==> src/rtl/cdb_arbiter.sv <==
// Purpose: round-robin arbiter that picks one finished functional-unit result per cycle for the common data bus (CDB).
// Latency: the grant is combinational in the request cycle, and the CDB broadcast is registered one cycle later.
// Backpressure: a requester holds its payload until it sees its grant at a rising edge; a branch flush blocks every grant.
//
// Ports:
//   clk, rst (async active-low), br (mispredict flush)
//   req_valid/req_index/req_result/req_addr : packed per-requester request slices
//   grnt                                    : one-hot grant, combinational
//   cdb_valid/cdb_index/cdb_result/cdb_addr : registered broadcast
//   stat_sel/stat_grants/stat_conflicts     : saturating statistics, only when CDB_ARB_STATS_EN is defined
module cdb_arbiter #(
  parameter int NUM_REQ = 4,
  parameter int TAG_W   = 8,
  parameter int DATA_W  = 32
) (
  input  logic                      clk,
  input  logic                      rst,
  input  logic                      br,
  input  logic [NUM_REQ-1:0]        req_valid,
  input  logic [NUM_REQ*TAG_W-1:0]  req_index,
  input  logic [NUM_REQ*DATA_W-1:0] req_result,
  input  logic [NUM_REQ*DATA_W-1:0] req_addr,
  output logic [NUM_REQ-1:0]        grnt,
  output logic                      cdb_valid,
  output logic [TAG_W-1:0]          cdb_index,
  output logic [DATA_W-1:0]         cdb_result,
  output logic [DATA_W-1:0]         cdb_addr
`ifdef CDB_ARB_STATS_EN
  ,
  input  logic [2:0]                stat_sel,
  output logic [15:0]               stat_grants,
  output logic [15:0]               stat_conflicts
`endif
);

  localparam int PTR_W = $clog2(NUM_REQ);
  localparam int IW    = PTR_W + 1;

  logic [PTR_W-1:0]   ptr;
  logic [PTR_W-1:0]   win_idx;
  logic [PTR_W-1:0]   ptr_nxt;
  logic [IW-1:0]      idx;
  logic [NUM_REQ-1:0] elig;
  logic               found;
  logic               grant_ok;
  logic [TAG_W-1:0]   win_index;
  logic [DATA_W-1:0]  win_result;
  logic [DATA_W-1:0]  win_addr;

  // Tag 0 means "no tag": such a request is masked and never takes the bus.
  always_comb begin
    elig = '0;
    for (int i = 0; i < NUM_REQ; i++) begin
      elig[i] = req_valid[i] && (req_index[i*TAG_W +: TAG_W] != '0);
    end
  end

  // Scan ptr, ptr+1, ... modulo NUM_REQ. The index is one bit wider so the
  // wrap works for requester counts that are not a power of two.
  always_comb begin
    found   = 1'b0;
    win_idx = '0;
    idx     = '0;
    for (int k = 0; k < NUM_REQ; k++) begin
      idx = {1'b0, ptr} + IW'(k);
      if (idx >= IW'(NUM_REQ)) begin
        idx = idx - IW'(NUM_REQ);
      end
      if (!found && elig[idx[PTR_W-1:0]]) begin
        found   = 1'b1;
        win_idx = idx[PTR_W-1:0];
      end
    end
  end

  // A flush or a reset that is still asserted blocks the grant, so a requester never sees a transfer that cannot complete.
  assign grant_ok = found && !br && rst;

  always_comb begin
    grnt = '0;
    if (grant_ok) begin
      grnt[win_idx] = 1'b1;
    end
  end

  assign ptr_nxt = (win_idx == PTR_W'(NUM_REQ - 1)) ? '0 : win_idx + 1'b1;

  always_comb begin
    win_index  = '0;
    win_result = '0;
    win_addr   = '0;
    for (int i = 0; i < NUM_REQ; i++) begin
      if (grnt[i]) begin
        win_index  = req_index[i*TAG_W +: TAG_W];
        win_result = req_result[i*DATA_W +: DATA_W];
        win_addr   = req_addr[i*DATA_W +: DATA_W];
      end
    end
  end

  // The payload is cleared on every edge without a grant, so a stale tag never matches in the stations.
  always_ff @(posedge clk or negedge rst) begin
    if (!rst) begin
      ptr        <= '0;
      cdb_valid  <= 1'b0;
      cdb_index  <= '0;
      cdb_result <= '0;
      cdb_addr   <= '0;
    end else begin
      cdb_valid  <= grant_ok;
      cdb_index  <= win_index;
      cdb_result <= win_result;
      cdb_addr   <= win_addr;
      if (br) begin
        ptr <= '0;
      end else if (grant_ok) begin
        ptr <= ptr_nxt;
      end
    end
  end

`ifdef CDB_ARB_STATS_EN
  logic [15:0] grant_cnt [NUM_REQ];
  logic        multi_elig;

  // x & (x-1) is non-zero when at least two bits of x are set.
  assign multi_elig = |(elig & (elig - NUM_REQ'(1)));

  // Only reset clears the counters. A flush leaves them unchanged.
  always_ff @(posedge clk or negedge rst) begin
    if (!rst) begin
      stat_conflicts <= '0;
      for (int i = 0; i < NUM_REQ; i++) begin
        grant_cnt[i] <= '0;
      end
    end else begin
      if (multi_elig && stat_conflicts != 16'hFFFF) begin
        stat_conflicts <= stat_conflicts + 16'd1;
      end
      for (int i = 0; i < NUM_REQ; i++) begin
        if (grnt[i] && grant_cnt[i] != 16'hFFFF) begin
          grant_cnt[i] <= grant_cnt[i] + 16'd1;
        end
      end
    end
  end

  // A value of stat_sel that matches no requester reads 0.
  always_comb begin
    stat_grants = '0;
    for (int i = 0; i < NUM_REQ; i++) begin
      if (stat_sel == 3'(i)) begin
        stat_grants = grant_cnt[i];
      end
    end
  end
`endif

endmodule

==> config.mk <==
export PLATFORM = sky130hd
export DESIGN_NAME = cdb_arbiter
export DESIGN_NICKNAME = d
export VERILOG_FILES = /design/src/rtl/cdb_arbiter.sv
export SDC_FILE = /design/constraint.sdc
export NUM_CORES = 1
export LEC_CHECK = 0
export ABC_AREA = 1
export BUFFER_PORTS_ARGS = -buffer_cell sky130_fd_sc_hd__clkbuf_2
export CAP_MARGIN = 15
export CORE_AREA = 4 4 140 142
export CTS_CLUSTER_DIAMETER = 50
export DETAILED_ROUTE_END_ITERATION = 16
export DIE_AREA = 0 0 144 146
export PLACE_DENSITY_LB_ADDON = 0.12
export SLEW_MARGIN = 40
export SYNTH_ARGS = -nofsm -noshare
export SYNTH_HDL_FRONTEND = slang
export SYNTH_SLANG_ARGS = --single-unit
export TNS_END_PERCENT = 5
==> constraint.sdc <==
create_clock -name clk -period 7.7 [get_ports clk]
set_clock_uncertainty 0.2 [all_clocks]
set_input_delay 0.385 -clock clk [delete_from_list [all_inputs] [get_ports clk]]
set_output_delay 0.385 -clock clk [all_outputs]
set_load 0.005 [all_outputs]
# After elaboration in Yosys (flattened, before gate mapping)
# Index checks and enable logic that the tools add are counted.
# word_totals
in_bits,295
out_inout_bits,77
register_bits,75
word_cells,81
# classes
order_cmp,10
n_addsub,8
eq_ne,1
reduce_logical,19
muxes,38
# ops
operator,count
$mux W32,8
$mux W8,4
$reduce_bool A8 Y1,4
$mux W2,11
$lt A2 B3 Y1 const B,5
$logic_and A1 B1 Y1,10
$ge A3 B3 Y1 const B,3
$mux W1,9
$bmux W1 S2,4
$sub A2 B1 Y2 const B,4
$add A2 B2 Y3 const B,2
$logic_not A1 Y1,4
$mux W4,1
$add A2 B1 Y3 const B,1
$ge A2 B3 Y1 const B,1
$add A2 B1 Y2 const B,1
$demux W1 S2,1
$eq A2 B2 Y1 const B,1
$ge A2 B1 Y1 const B,1
$reduce_bool A2 Y1,1

# Longest topological paths before layout
# Gate-level depths: netlist of the first run.
# logic_depth
word_depth,23
ltp_mapped,22
ltp_nobuf,20

# Least setup slack after synthesis of the first run
# OpenSTA, ideal clock, no wires.
# synth_timing
path_kind,input -> output
from,input req_index[0]
to,output grnt[1]
t_arrival_ns,2.618
cell_stages,19
setup_slack_ns,4.497
path_buffers,3
cell_sequence,inv_1 -> nand2_1 -> nor2_1 -> nand2_1 -> nand3_1 -> nand2_1 -> o21ai_2 -> inv_1 -> nor2_1 -> nand3_1 -> nand2_1 -> o21ai_0 -> inv_1 -> ha_1 -> clkbuf_1 -> clkbuf_1 -> clkbuf_1 -> inv_1 -> nor2_1
# synth_via
elab_chain_len,19
word_cells_on_any_way,32
# synth_rtl
element,line_no,rtl
"start, declared",20,"input logic [NUM_REQ*TAG_W-1:0] req_index,"
$reduce_bool A8 Y1 (*),54,elig[i] = req_valid[i] && (req_index[i*TAG_W +: TAG_W] != '0);
$logic_and A1 B1 Y1 (*),54,
$bmux W1 S2,69,if (!found && elig[idx[PTR_W-1:0]]) begin
$mux W1 (not written as such),69,
$mux W1,69,
$logic_not A1 Y1,69,
$logic_and A1 B1 Y1,69,
$mux W1,69,
(+3 left out),--,
$logic_not A1 Y1,69,
$logic_and A1 B1 Y1,69,
$mux W2,69,
$lt A2 B3 Y1 (not written as such) or $ge A2 B1 Y1 (tied branches),82,grnt[win_idx] = 1'b1;
$logic_and A1 B1 Y1 (not written as such),82,
$mux W1 (not written as such),82,
$demux W1 S2,82,
$mux W4 (*),81,if (grant_ok) begin
"end, declared",23,"output logic [NUM_REQ-1:0] grnt,"
# Every way passes the cells marked *; elsewhere a longest branch is shown, timed or not. The select of a mux whose other input is x is not followed.

# Worst setup path in the final report of the first run
# layout_timing
from,register ptr[0]
to,output grnt[0]
# layout_via
elab_chain_len,19
word_cells_on_any_way,45
# layout_rtl
element,line_no,rtl
"start, declared",39,logic [PTR_W-1:0] ptr;
"start signal, assigned",117,ptr <= ptr_nxt;
"parallel branches: the longest is 18 deep, another holds $add A2 B1 Y3",--,
$mux W4 (*),81,
# Mark *: on every way between the ends. The select of a mux whose other input is x is not followed.

==> results.toml, run 1 <==
[routing]
via_count = 8422
wl_mm = 26.5
via_per_inst = 5.01
ant_nets = 0
drt_pass1_iterations = 5
post_drt_wl_per_cell_um = 15.7
drt-initial-drc-count = 568
drc = 0

[place]
globalplace.congestion = 0.840
portBuffers = 371
dp.cells = 1661
dpl.hpwl_mm = 18.7
place_area_sq_um = 8680

[status]
status = "complete, no violations"

[synth]
synthSimpleGateAreaFrac_pct = 49.9
synthCells = 1145
avgSynthCellArea_sq_um = 5.92
synth-compound-area-share_pct = 0.388
syn_nets = 1444
synth_top_family_by_area = "simple AND/OR/NAND/NOR gates"
synth_edf_count = 0
synth_fa_ha_area_share_pct = 0.739
syn-cell-area_sq_um = 6780
ys.flop_type = "dfrtp_1"
ys_ff_latch = 75
ys_types = 22
synthArstFlopShare_pct = 100
synth-seq-area-share_pct = 27.7
yosys_warnings = 0
synthMuxAreaShare_pct = 0
synth_xor_xnor_area_share_pct = 0.240

[clocking]
insertion_delay_ns = 0.34
clkSinkCount = 75
cts_buffer_depth = 2
cts_tree = "yes"
cts_root_buf = "clkbuf_16"
hold_buffers = 1
path_clk_slew_ns = 0.06
cts_setup_buffers = 0
h-tree-depth = 3
post_cts_resized = 0
cts_inserted_buffers = 9

[layout]
finalInstanceArea_sq_um = 9150
drive_gt1_share_pct = 28.9
area_delta_synth_final_pct = 35.0
final_common_cell = "clkbuf_2"
fin_util_pct = 49.6
final_cell_mix = "clkbuf_2 (370), nand2_1 (313), inv_1 (238)"
nets = 1742
num_antenna_cells = 0
fin_cells = 1681

[die]
io_pins = 372
core-area_sq_um = 18500
die_h_um = 146
die_area_sq_um = 21000
die_width_um = 144
initial_core_util_pct = 36.7
num_rows = 50

[timing]
worstMarginPinSlew_ns = 0.852
final-hold-violation-count = 0
rsz0062_at_grt = "false"
slew_violations = 0
fmax_mhz = 231
setup_viol = 0
period_needed_ns = 4.32
max-slew-margin-rel_pct = 43.2
fin_crit_sh_pct = 56.1
fin_tns_setup_ns = 0

[setup_path]
path_class = "flip-flop to output port"
path_buf_inv = 6
cp.required_ns = 7.11
r2r-start = "ptr[0]"
setup.worst_path.end_class = "output port"
cpMaxStageDelayCell = "ha_2"
path_common_cell = "inv_1"
worstPathCellList = "inv_2 > nand3_1 > nand2_1 > o21ai_2 > inv_1 > nor2_1 > nand3_1 > nand2_1 > o21ai_0 > inv_1 > ha_2 > buf_4 > inv_1 > nor2_1 > clkbuf_2"
critPathMaxStageDelay_ns = 0.63
crit_family = "buffers and inverters"
crit_fanout = 46
startpoint = "ptr[0]"
start_kind = "flip-flop"
arrival_ns = 3.74

[global_route]
overflow = 0
grt_pass1_wl_mm = 40.8
antenna_found_initial = 0
grt_pass1_vias = 7780
grt_start_max_net_pins = 219
grt.total_usage_pct = 24.2

[power_and_ir_drop]
p_per_area_nw_per_um2 = 310
peakVddDrop_mv = 0.246
power_leakage_nw = 5.89

[job]
drv_cap = 0

[hold_path]
hold_class = "input port to flip-flop"
worstHoldStart = "req_result[98]"
==> registers in the layout (all words and copies together) (netlist names) <==
register,count
cdb_addr,32
cdb_index,8
cdb_result,32
cdb_valid,1
ptr,2
==> cell type report <==
type	count	area, sq um
Clock buffer	10	239
Timing Repair Buffer	390	2190
Clock inverter	5	125
Multi-Input combinational cell	726	3520
Tap cell	234	293
Sequential cell	75	1880
Inverter	241	907
Fill cell	2027	9300
==> synthesized netlist by cell type, types with 3 or more instances <==
| library cell | instances | area (sq um) |
|---|---|---|
| nand2_1 | 313 | 1170 |
| inv_1 | 238 | 893 |
| nand4_1 | 219 | 1370 |
| nand3_1 | 89 | 445 |
| nor2_1 | 89 | 334 |
| dfrtp_1 | 75 | 1880 |
| clkbuf_1 | 40 | 150 |
| buf_2 | 35 | 175 |
| buf_1 | 15 | 56.3 |
| buf_6 | 11 | 124 |
| ha_1 | 4 | 50.1 |
| inv_2 | 3 | 11.3 |
==> through the flow <==
stage,hold slack (ns),total power [mW],setup WS [ns]
2_1_floorplan,-0.111,1.72,4.50
3_3_place_gp,0.178,2.21,2.94
3_5_place_dp,0.182,2.28,3.50
4_1_cts,0.0196,2.84,3.32
5_1_grt,0.0375,3.09,3.00
6_report,0.0367,2.84,3.38
==> cells by family after synthesis <==
| kind of cell | count (synthesis) |
|---|---|
| simple gates | 717 |
| buf+inv | 344 |
| flops | 75 |
| compound gates | 4 |
| fa+ha+maj | 4 |
| xor+xnor | 1 |
==> tightest hold or removal path: stages <==
cell and delay [ns]:
clkbuf_2 0.07, nand2_1 0.04, nand2_1 0.05
==> final timing paths <==
kind | to | depth (start not counted) | slack (ns)
max | grnt[0] | 15 | 3.38
min | cdb_result[2] | 3 | 0.04
max reg2reg | cdb_addr[21] | 15 | 3.76
min in group asynchronous | cdb_addr[5] | 2 | 0.35
min reg2reg | ptr[1] | 2 | 0.51
max in group asynchronous | cdb_result[16] | 3 | 5.94
==> report_power, final <==
part | internal (mW) | total (mW) | switching (mW)
logic | 0.573 | 1.77 | 1.19
registers | 0.490 | 0.528 | 0.0371
clock network | 0.357 | 0.543 | 0.186
==> routing by layer <==
| metal | track usage (%) | vias to the layer above | share of wire (%) |
|---|---|---|---|
| met1 | 31.3 | 3734 | 40 |
| met5 | 0 | - | 0 |
| met4 | 8.99 | 0 | 2.9 |
| met3 | 4.40 | 48 | 8.6 |
| met2 | 39.9 | 393 | 48 |
| li1 | - | 4247 | - |
(Power assumes the default switching activity.)
==> run 2: changes to the inputs <==
--- a/config.mk
+++ b/config.mk
@@ -8,10 +8,10 @@
 export ABC_AREA = 1
 export BUFFER_PORTS_ARGS = -buffer_cell sky130_fd_sc_hd__clkbuf_2
 export CAP_MARGIN = 15
-export CORE_AREA = 4 4 140 142
+export CORE_AREA = 4 4 144 146
 export CTS_CLUSTER_DIAMETER = 50
 export DETAILED_ROUTE_END_ITERATION = 16
-export DIE_AREA = 0 0 144 146
+export DIE_AREA = 0 0 148 150
 export PLACE_DENSITY_LB_ADDON = 0.12
 export SLEW_MARGIN = 40
 export SYNTH_ARGS = -nofsm -noshare
==> constraint.sdc (replaced) <==
create_clock -name clk -period 3.8 [get_ports clk]
set_clock_uncertainty 0.2 [all_clocks]
set_input_delay 0.19 -clock clk [delete_from_list [all_inputs] [get_ports clk]]
set_output_delay 0.19 -clock clk [all_outputs]
set_load 0.005 [all_outputs]
==> run 2 against run 1 <==
- count of clock-buffer cells in the layout is 1 lower
- via count is 6.5% higher
- worst setup slack worse by 3.0 ns
- combinational power is 130% higher
- global-route usage is 0.61 points higher
- critical path depth is 2 higher
- wire length is 12% higher
- power is 110% higher
- sequential power is 100% higher
==> results.toml, run 2 (synthesis results as in run 1) <==
[clocking]
cts_root_buf = "clkbuf_16"
insertion_delay_ns = 0.34
h-tree-depth = 3
cts_setup_buffers = 0
cts_inserted_buffers = 9
clkSinkCount = 75
cts_tree = "yes"
path_clk_slew_ns = 0.07
cts_buffer_depth = 2

[layout]
final_common_cell = "clkbuf_2"
final_cell_mix = "clkbuf_2 (370), nand2_1 (312), inv_1 (238)"
regArea_sq_um = 1880
num_antenna_cells = 0
fillCellCount = 2125
reg_top3 = "cdb_addr x32, cdb_result x32, cdb_index x8"
nets = 1831
drive_gt1_share_pct = 27.8
area_delta_synth_final_pct = 48.2
multi_input_area_sq_um = 3560
fin_util_pct = 51.8
fin_cells = 1802

[die]
num_rows = 51
die_area_sq_um = 22200
initial_core_util_pct = 34.9
die_h_um = 150
io_pins = 372
die_width_um = 148
core-area_sq_um = 19400

[routing]
via_count = 8968
post_drt_wl_per_cell_um = 16.5
wl_mm = 29.7
drt-initial-drc-count = 483
via_per_inst = 4.98
drt_pass1_iterations = 5
drc = 0
ant_nets = 0

[status]
status = "complete, no violations"

[global_route]
grt.total_usage_pct = 24.8
grt_start_max_net_pins = 165
grt_pass1_vias = 8558
overflow = 0
grt_pass1_wl_mm = 44.2
antenna_found_initial = 1

[timing]
worstMarginPinSlew_ns = 0.794
fin_tns_setup_ns = 0
final-hold-violation-count = 0
max-slew-margin-rel_pct = 47.1
setup_viol = 0
slew_violations = 0
period_needed_ns = 3.43
fin_crit_sh_pct = 90.4
holdWs_ns = 0.0120
rsz0062_at_grt = "false"
fmax_mhz = 291

[place]
dp.cells = 1696
portBuffers = 371
dpl.hpwl_mm = 19.3
globalplace.congestion = 0.871

[setup_path]
cp.required_ns = 3.88
path_class = "flip-flop to flip-flop"
arrival_ns = 3.52
start_kind = "flip-flop"
setup.worst_path.end_class = "flip-flop"
crit_fanout = 52

[job]
drv_cap = 0

[power_and_ir_drop]
peakVddDrop_mv = 0.611
power_leakage_nw = 6.25
p_per_area_nw_per_um2 = 595

[hold_path]
hold_class = "input port to flip-flop"
==> run 2: metal layers <==
layer	global-route usage, %	up-vias	part of all wire (%)
met3	5.15	61	8.5
li1	-	4424	-
met5	0	-	0.044
met1	30.3	4071	39
met2	43.1	410	49
met4	9.33	2	3.0
==> run 2: worst paths after layout <==
check / from / to / slack [ns] / cells after the start
min reg2reg: ptr[1] / ptr[1] / 0.41 / 2
min: req_result[45] / cdb_result[13] / 0.01 / 5
max in group asynchronous: rst / cdb_addr[12] / 2.30 / 3
max: ptr[0] / cdb_result[15] / 0.37 / 17
max reg2reg: ptr[0] / cdb_result[15] / 0.37 / 17
min in group asynchronous: rst / cdb_result[22] / 0.18 / 2
==> run 2: power by group <==
part	switching, mW	total [mW]	internal [mW]
Clock	0.388	0.895	0.507
Combinational	2.57	4.01	1.44
Sequential	0.0738	1.07	0.995
Total	3.03	5.97	2.94
==> run 2: layout make-up <==
class	instances	area share (%)
multi-input cells	727	35.5
well taps	265	3.30
inverters	241	9.01
clock buffers	9	2.24
flip-flops and latches	75	18.7
clock inverters	7	0.685
repair buffers	478	30.6
==> run 2: metrics by stage <==
step | total power [mW] | worst slack (ns) | cell area (sq um)
2_1_floorplan | 3.49 | 0.848 | 6780
3_3_place_gp | 4.66 | 0.542 | 8710
3_5_place_dp | 4.67 | 0.488 | 8710
4_1_cts | 5.75 | 0.0355 | 9860
5_1_grt | 6.46 | 0.00587 | 10000
6_report | 5.97 | 0.366 | 10000
==> run 2: what timing repair did <==
item | 4_1_cts | 5_1_grt
hold endpoints to repair | 96 | 0
setup endpoints to repair | 0 | 15
hold buffers | 86 | 0
gates resized for setup | 0 | 20
==> run 2: critical path: stages, from the launching register on <==
cell and delay [ns]:
dfrtp_2 0.48, xnor2_2 0.19, inv_2 0.10, nand3_1 0.08, nand2_1 0.17, inv_1 0.06
nor2_1 0.13, nand4_1 0.13, o21ai_2 0.23, inv_1 0.16, ha_4 0.23, buf_16 0.20
nor2_1 0.14, nand4_1 0.10, nand3_1 0.10, nand2_1 0.06, nand2_1 0.06, dlygate4sd3_1 0.54
